===== src/rtl/uart_pkg.sv =====
// Shared UART definitions: framer state encoding, error codes, default header, clogb2.
// UART_FRAMER_CHECKSUM_EN adds the checksum state to the encoding.
package uart_pkg;

`ifdef UART_FRAMER_CHECKSUM_EN
  typedef enum logic [2:0] {
    S_HDR = 3'd0,
    S_LEN = 3'd1,
    S_PAY = 3'd2,
    S_CHK = 3'd3,
    S_OUT = 3'd4
  } state_e;
`else
  typedef enum logic [2:0] {
    S_HDR = 3'd0,
    S_LEN = 3'd1,
    S_PAY = 3'd2,
    S_OUT = 3'd4
  } state_e;
`endif

  localparam logic [1:0] ERR_OVERRUN = 2'b00;
  localparam logic [1:0] ERR_LEN     = 2'b01;
  localparam logic [1:0] ERR_CHK     = 2'b10;
  localparam logic [1:0] ERR_TIMEOUT = 2'b11;

  localparam logic [7:0] HEADER_DEFAULT = 8'hA5;

  // Bits needed to index 'value' entries; never less than one bit.
  function automatic int clogb2(input int value);
    int v;
    int r;
    v = value - 1;
    r = 0;
    while (v > 0) begin
      r++;
      v = v >> 1;
    end
    if (r == 0) r = 1;
    return r;
  endfunction

endpackage


===== src/rtl/uart_rx_framer_if.sv =====
// Payload byte stream leaving the framer. Handshake: a byte transfers on every
// rising clk where m_valid_o && m_ready_i; data/last hold while valid is high and ready is low.
interface uart_rx_framer_if;
  logic [7:0] m_data_o;
  logic       m_valid_o;
  logic       m_ready_i;
  logic       m_last_o;

  modport master (output m_data_o, output m_valid_o, output m_last_o, input m_ready_i);
  modport slave  (input m_data_o, input m_valid_o, input m_last_o, output m_ready_i);
endinterface


===== src/rtl/uart_frame_buf.sv =====
// Payload buffer for the framer: c_depth x 8 registers, one write port and an
// asynchronous read port.
module uart_frame_buf #(
  parameter int c_depth = 16,
  parameter int c_aw    = 4
) (
  input  logic            clk,
  input  logic            rst_ni,
  input  logic            we_i,
  input  logic [c_aw-1:0] waddr_i,
  input  logic [7:0]      wdata_i,
  input  logic [c_aw-1:0] raddr_i,
  output logic [7:0]      rdata_o
);

  logic [7:0] mem_q [c_depth];
  logic [7:0] mem_d [c_depth];

  always_comb begin
    mem_d = mem_q;
    if (we_i && (int'(waddr_i) < c_depth)) mem_d[waddr_i] = wdata_i;
  end

  always_ff @(posedge clk or negedge rst_ni) begin
    if (!rst_ni) begin
      mem_q <= '{default: '0};
    end else begin
      mem_q <= mem_d;
    end
  end

  assign rdata_o = (int'(raddr_i) < c_depth) ? mem_q[raddr_i] : 8'h00;

endmodule


===== src/rtl/uart_rx_framer.sv =====
// Frame parser behind the UART receiver: header, length, payload [, checksum], then replay.
// Optional feature macro: UART_FRAMER_CHECKSUM_EN (adds checksum byte and S_CHK).
module uart_rx_framer
  import uart_pkg::*;
#(
  parameter int         c_clkfreq      = 100_000_000,
  parameter int         c_baudrate     = 115_200,
  parameter int         c_maxlen       = 16,
  parameter logic [7:0] c_header       = HEADER_DEFAULT,
  parameter int         c_timeout_bits = 30
) (
  input  logic             clk,
  input  logic             rst_ni,
  input  logic [7:0]       din_i,
  input  logic             din_valid_i,
  uart_rx_framer_if.master m_if,
  output logic             frame_ok_o,
  output logic             frame_err_o,
  output logic [1:0]       err_code_o,
  output state_e           state_o
);

  localparam int         IW       = clogb2(c_maxlen);
  localparam int         TO_LIMIT = c_timeout_bits * (c_clkfreq / c_baudrate) - 1;
  localparam int         TW       = clogb2(TO_LIMIT + 1);
  localparam logic [7:0] MAXLEN   = 8'(c_maxlen);
  localparam logic [TW-1:0] TO_MAX = TW'(TO_LIMIT);

  state_e          state_q, state_d;
  logic [7:0]      len_q, len_d;
  logic [IW-1:0]   wr_idx_q, wr_idx_d;
  logic [IW-1:0]   rd_idx_q, rd_idx_d;
  logic [TW-1:0]   cnt_q, cnt_d;
  logic            frame_ok_q, frame_ok_d;
  logic            frame_err_q, frame_err_d;
  logic [1:0]      err_code_q, err_code_d;
`ifdef UART_FRAMER_CHECKSUM_EN
  logic [7:0]      chk_q, chk_d;
`endif

  logic            buf_we;
  logic [7:0]      rd_data;
  logic            out_valid;
  logic            out_last;
  logic            pay_last;
  logic            timeout_hit;

  uart_frame_buf #(
    .c_depth (c_maxlen),
    .c_aw    (IW)
  ) u_buf (
    .clk     (clk),
    .rst_ni  (rst_ni),
    .we_i    (buf_we),
    .waddr_i (wr_idx_q),
    .wdata_i (din_i),
    .raddr_i (rd_idx_q),
    .rdata_o (rd_data)
  );

  assign out_valid   = (state_q == S_OUT);
  assign out_last    = out_valid && (8'(rd_idx_q) == (len_q - 8'd1));
  assign pay_last    = (8'(wr_idx_q) == (len_q - 8'd1));
  assign timeout_hit = (cnt_q == TO_MAX);

  always_comb begin
    state_d     = state_q;
    len_d       = len_q;
    wr_idx_d    = wr_idx_q;
    rd_idx_d    = rd_idx_q;
    cnt_d       = '0;
    frame_ok_d  = 1'b0;
    frame_err_d = 1'b0;
    err_code_d  = err_code_q;
    buf_we      = 1'b0;
`ifdef UART_FRAMER_CHECKSUM_EN
    chk_d       = chk_q;
`endif

    unique case (state_q)
      S_HDR: begin
        if (din_valid_i && (din_i == c_header)) state_d = S_LEN;
      end

      S_LEN: begin
        if (din_valid_i) begin
          len_d = din_i;
`ifdef UART_FRAMER_CHECKSUM_EN
          chk_d = din_i;
`endif
          if ((din_i == 8'd0) || (din_i > MAXLEN)) begin
            frame_err_d = 1'b1;
            err_code_d  = ERR_LEN;
            state_d     = S_HDR;
          end else begin
            wr_idx_d = '0;
            state_d  = S_PAY;
          end
        end else if (timeout_hit) begin
          frame_err_d = 1'b1;
          err_code_d  = ERR_TIMEOUT;
          state_d     = S_HDR;
        end else begin
          cnt_d = cnt_q + 1'b1;
        end
      end

      S_PAY: begin
        if (din_valid_i) begin
          buf_we   = 1'b1;
          wr_idx_d = wr_idx_q + 1'b1;
`ifdef UART_FRAMER_CHECKSUM_EN
          chk_d    = chk_q ^ din_i;
          if (pay_last) state_d = S_CHK;
`else
          if (pay_last) begin
            rd_idx_d   = '0;
            frame_ok_d = 1'b1;
            state_d    = S_OUT;
          end
`endif
        end else if (timeout_hit) begin
          frame_err_d = 1'b1;
          err_code_d  = ERR_TIMEOUT;
          state_d     = S_HDR;
        end else begin
          cnt_d = cnt_q + 1'b1;
        end
      end

`ifdef UART_FRAMER_CHECKSUM_EN
      S_CHK: begin
        if (din_valid_i) begin
          if (din_i == chk_q) begin
            rd_idx_d   = '0;
            frame_ok_d = 1'b1;
            state_d    = S_OUT;
          end else begin
            frame_err_d = 1'b1;
            err_code_d  = ERR_CHK;
            state_d     = S_HDR;
          end
        end else if (timeout_hit) begin
          frame_err_d = 1'b1;
          err_code_d  = ERR_TIMEOUT;
          state_d     = S_HDR;
        end else begin
          cnt_d = cnt_q + 1'b1;
        end
      end
`endif

      S_OUT: begin
        // The buffer is busy replaying; any new byte is lost.
        if (din_valid_i) begin
          frame_err_d = 1'b1;
          err_code_d  = ERR_OVERRUN;
        end
        if (m_if.m_ready_i) begin
          if (out_last) state_d = S_HDR;
          else          rd_idx_d = rd_idx_q + 1'b1;
        end
      end

      default: state_d = S_HDR;
    endcase
  end

  always_ff @(posedge clk or negedge rst_ni) begin
    if (!rst_ni) begin
      state_q     <= S_HDR;
      len_q       <= '0;
      wr_idx_q    <= '0;
      rd_idx_q    <= '0;
      cnt_q       <= '0;
      frame_ok_q  <= 1'b0;
      frame_err_q <= 1'b0;
      err_code_q  <= '0;
    end else begin
      state_q     <= state_d;
      len_q       <= len_d;
      wr_idx_q    <= wr_idx_d;
      rd_idx_q    <= rd_idx_d;
      cnt_q       <= cnt_d;
      frame_ok_q  <= frame_ok_d;
      frame_err_q <= frame_err_d;
      err_code_q  <= err_code_d;
    end
  end

`ifdef UART_FRAMER_CHECKSUM_EN
  always_ff @(posedge clk or negedge rst_ni) begin
    if (!rst_ni) chk_q <= '0;
    else         chk_q <= chk_d;
  end
`endif

  assign m_if.m_valid_o = out_valid;
  assign m_if.m_data_o  = out_valid ? rd_data : 8'h00;
  assign m_if.m_last_o  = out_last;
  assign frame_ok_o     = frame_ok_q;
  assign frame_err_o    = frame_err_q;
  assign err_code_o     = err_code_q;
  assign state_o        = state_q;

endmodule

===== src/flat_wrapper.sv =====
// flat-port wrapper written by rule: the top's interface ports become plain ports
module uart_rx_framer_flat import uart_pkg::*;
#(
  parameter int         c_clkfreq      = 100_000_000,
  parameter int         c_baudrate     = 115_200,
  parameter int         c_maxlen       = 16,
  parameter logic [7:0] c_header       = HEADER_DEFAULT,
  parameter int         c_timeout_bits = 30
)
  (clk, rst_ni, din_i, din_valid_i, frame_ok_o, frame_err_o, err_code_o, state_o, m_if_m_data_o, m_if_m_valid_o, m_if_m_last_o, m_if_m_ready_i);
  uart_rx_framer_if m_if_i ();
  input  logic clk;
  input  logic rst_ni;
  input  logic [7:0] din_i;
  input  logic din_valid_i;
  output logic frame_ok_o;
  output logic frame_err_o;
  output logic [1:0] err_code_o;
  output state_e state_o;
  output wire logic [$bits(m_if_i.m_data_o)-1:0] m_if_m_data_o;
  output wire logic [$bits(m_if_i.m_valid_o)-1:0] m_if_m_valid_o;
  output wire logic [$bits(m_if_i.m_last_o)-1:0] m_if_m_last_o;
  input wire logic [$bits(m_if_i.m_ready_i)-1:0] m_if_m_ready_i;
  assign m_if_m_data_o = m_if_i.m_data_o;
  assign m_if_m_valid_o = m_if_i.m_valid_o;
  assign m_if_m_last_o = m_if_i.m_last_o;
  assign m_if_i.m_ready_i = m_if_m_ready_i;
  uart_rx_framer #(.c_clkfreq(c_clkfreq), .c_baudrate(c_baudrate), .c_maxlen(c_maxlen), .c_header(c_header), .c_timeout_bits(c_timeout_bits)) u_core (.clk(clk), .rst_ni(rst_ni), .din_i(din_i), .din_valid_i(din_valid_i), .m_if(m_if_i), .frame_ok_o(frame_ok_o), .frame_err_o(frame_err_o), .err_code_o(err_code_o), .state_o(state_o));
endmodule

===== config.mk =====
export PLATFORM = sky130hd
export DESIGN_NAME = uart_rx_framer_flat
export DESIGN_NICKNAME = d
export VERILOG_FILES = /design/src/rtl/uart_pkg.sv /design/src/rtl/uart_rx_framer_if.sv /design/src/rtl/uart_frame_buf.sv /design/src/rtl/uart_rx_framer.sv /design/src/flat_wrapper.sv
export SDC_FILE = /design/constraint.sdc
export NUM_CORES = 1
export LEC_CHECK = 0
export ABC_CLOCK_PERIOD_IN_PS = 3100
export CAP_MARGIN = 20
export CORE_MARGIN = 2
export CORE_UTILIZATION = 45
export DETAILED_ROUTE_END_ITERATION = 10
export DONT_BUFFER_PORTS = 1
export SLEW_MARGIN = 20
export SYNTH_ARGS = -nofsm -noshare
export SYNTH_HDL_FRONTEND = slang
export SYNTH_HIERARCHICAL = 1
export SYNTH_SLANG_ARGS = --single-unit

===== constraint.sdc =====
create_clock -name clk -period 3.1 [get_ports clk]
set_input_delay 0.465 -clock clk [delete_from_list [all_inputs] [get_ports clk]]
set_output_delay 0.465 -clock clk [all_outputs]
set_load 0.02 [all_outputs]

==> metrics.md <==
| Metric | Value |
|---|---|
| Status | finished, violations left |
| Failing checks | negative hold slack |
| Mean routed wirelength per cell | 20.8 µm |
| RSZ-0062 raised after global routing | false |
| Core Box Area | 0.0173 mm² |
| Post-synth top area share | 52.4% |
| Via count | approximately 4.7k |
| WL met3 | between 500 and 600 µm |
| TritonCTS clock tree | built |
| Top-count cell post-synth | dfrtp_1 |
| Pwr dens | 650 mW/mm² |
| Most frequent cells after synthesis | dfrtp_1, mux2_2, nor2_1, mux4_2, nand2_1 |
| Post-Synthesis Net Count | 607 |
| Initial Util | between 40% and 50% |
| Slack of the critical path | 0.132 ns |
| Post-layout nets | approximately 600 |
| Global-route wire length before repair | 27.7 mm |
| WHS | -0.255 ns |
| DR top layer | met4 |
| Static Leak | between 0.004 and 0.005 µW |
| Setup Buffers After CTS | 0 |
| WL final | 17.1 mm |
| Area grow syn2layout | 9.90% |
| Worst setup EP type | output port |
| Max VDD drop | 0.440 mV |
| CTS Root Cell | clkbuf_16 |
| Clk sinks | 166 |
| Layout cell share with drive strength beyond 1 | 37.2% |
| CP max-delay cell | dfrtp_1 |
| Crit-path cells | inv_1 > ha_1 > or2_0 > o32ai_2 > o21ai_2 > or2_2 > nor2_2 |
| Min-delay worst type | in2async |
| Num rows | 48 |
| Clock H-tree levels | 4 |
| Clock Skews | 0.00703 ns |
| Gate count of the mapped netlist | 591 |
| Crit Path Category | reg2out |
| Startpoint types | flop |
| Synth Area in Compound Gates | 3.85% |
| YS warnings | 6 |
| Cells after DPL | 793 |
| Routed wl met2 | 8.20 mm |
| Syn Std Cell Area | between 0.007 and 0.008 mm² |
| Worst-skew pair later-pin latency | 0.42 ns |
| CTS max path bufs | 2 |
| Fmax | between 300 and 400 MHz |
| Final setup fails | 0 |
| Worst path arrival time | 2.50 ns |
| Xor/xnor cell area share of the yosys netlist | under 10% |
| Synth Area per Inst | 13.4 µm² |
| Post-Synth Simple-Gate Area | 9.53% |
| Post-synth EDFFs | 0 |
| Die H | around 140 µm |
| Post-synthesis mux area share | 28.3% |
| TNS Setup | 0 ns |
| I/O pin total | 29 |
| Port Buffer Count | 0 |
| Iteration count of the initial detailed-routing pass | 5 |
| Distinct cells, synth | 53 |
| FFs w/ async S/R, synth | 100% |
| Total chip power | 5660 µW |
| Total track usage | 20.0% |
| Hpwl dp | 11.1 mm |
| DRT antenna net count | 0 |
| Vias per cell | 5.75 |
| FF+latch count, synth | 166 |
| Critical Path RT | 2.63 ns |
| Yosys top cell by area | dfrtp_1 |
| Die ar. | 0.0187 mm² |
| Synth area leaders | dfrtp_1, mux2_2, mux4_2 |
| Worst slew pin tran | between 0.8 and 0.9 ns |
| Max_cap viols | 0 |
| DR iter-0 viols | around 280 |
| Routed length on met1 | 8.11 mm |
| RD Place Congestion | 0.825 |
| Gr ovfl total | 0 |
| Finished Layout Cells | 824 |
| Drt drc | 0 |
| Post-synthesis sequential area ratio | between 50% and 60% |
| Endpoints failing hold | 166 |
| Top Family by Delay on Critical Path | simple AND/OR/NAND/NOR gates |
| WP buf/inv | 1 |
| Vias in the first global route | 4866 |
| Max-slew violation count | 0 |
| Place WS | approximately 0.37 ns |
| Slew margin rel. | 46.4% |
| Clk slew on worst S/H paths | 0.06 ns |
| Ys flop type | dfrtp_1 |
| Largest net degree at the start of global routing | 167 |
| Initial antenna violation count | 0 |
| Largest family of logic cells by synthesized area | multiplexers |
| Antenna diodes | 0 |
| Num CTS Buffers | 17 |
| Final period util | 95.7% |
| Post-layout min period | 2.97 ns |
| Adder-cell area share of the yosys netlist | less than 1% |
| Die width | 137 µm |
| CP max stage delay | 0.49 ns |
| Crit-path max FO | 6 |
[layout by cell type, fill, tap and decap left out, types with 4 or more instances in the layout]
master       n
a21oi_1      5
a22oi_1     16
and2_1       9
and3_1       8
buf_4        6
clkbuf_1     4
clkbuf_16   17
dfrtp_1    165
ha_1         4
inv_1        9
mux2_2     133
mux4_2      32
nand2_1     27
nand2b_1     5
nand3_1     12
nand3b_1     4
nand4_1      6
nor2_1      33
nor2_2      10
nor3_1       6
o21ai_0      9
xnor2_1     10
xor2_1      17
[what timing repair did]
item	in CTS	in global routing
endpoints found under the setup margin	0	1
endpoints found under the hold margin	166	166
gates resized for setup	0	2
[registers in the layout (all words and copies together), names as in the netlist]
signal	cells
u_core/u_buf/mem_q	128
u_core/cnt_q	15
u_core/len_q	8
u_core/rd_idx_q	4
u_core/wr_idx_q	4
u_core/state_o	3
u_core/err_code_o	2
u_core/frame_err_o	1
u_core/frame_ok_o	1
[per-layer routing]
layer / GRT usage [%] / vias up
met2: 31.1 / 73
li1: - / 2150
met4: 6.13 / 0
met5: 0 / -
met1: 28.5 / 2500
met3: 3.85 / 15
[where the power goes]
| part | internal [µW] | total, µW | switching [µW] |
|---|---|---|---|
| logic | 546 | 1090 | 546 |
| clock network | 1160 | 1980 | 816 |
| registers | 2360 | 2590 | 234 |
| total | 4070 | 5660 | 1600 |
[metrics by stage]
step           cell area, µm²  util (%)
3_5_place_dp             8160      47.2
3_3_place_gp             8160      47.2
6_report                 8720      50.4
2_1_floorplan            7930         -
5_1_grt                  8720      50.4
4_1_cts                  8710      50.4
[layout make-up]
cell class / count / area (µm²)
fillers: 1498 / 8580
flip-flops and latches: 166 / 4160
multi-input cells: 385 / 3610
clock buffers: 24 / 482
well taps: 225 / 282
repair buffers: 8 / 85.1
clock inverters: 7 / 71.3
inverters: 9 / 33.8
[worst paths after layout]
| path | start | end | slack, ns | cells after the start |
|---|---|---|---|---|
| setup / recovery | u_core/len_q[0] | m_if_m_last_o | 0.13 | 7 |
| hold / removal | rst_ni | u_core/rd_idx_q[2] | -0.26 | 0 |
| setup reg to reg | u_core/state_o[0] | u_core/u_buf/mem_q[98] | 0.35 | 7 |
| hold reg to reg | u_core/cnt_q[0] | u_core/cnt_q[0] | 0.47 | 1 |
| max in group asynchronous | rst_ni | u_core/u_buf/mem_q[55] | 3.02 | 0 |
| min in group clk | m_if_m_ready_i | u_core/state_o[2] | 0.17 | 1 |
[cell families (layout without fill, tap and decap cells)]
| kind of cell | after synthesis | after routing |
|---|---|---|
| flops | 166 | 166 |
| compound gates | 43 | 43 |
| simple gates | 143 | 143 |
| xor+xnor | 28 | 28 |
| mux | 167 | 167 |
| buf+inv | 40 | 48 |
| fa+ha+maj | 4 | 4 |
Power figures use the tool's default switching activity.
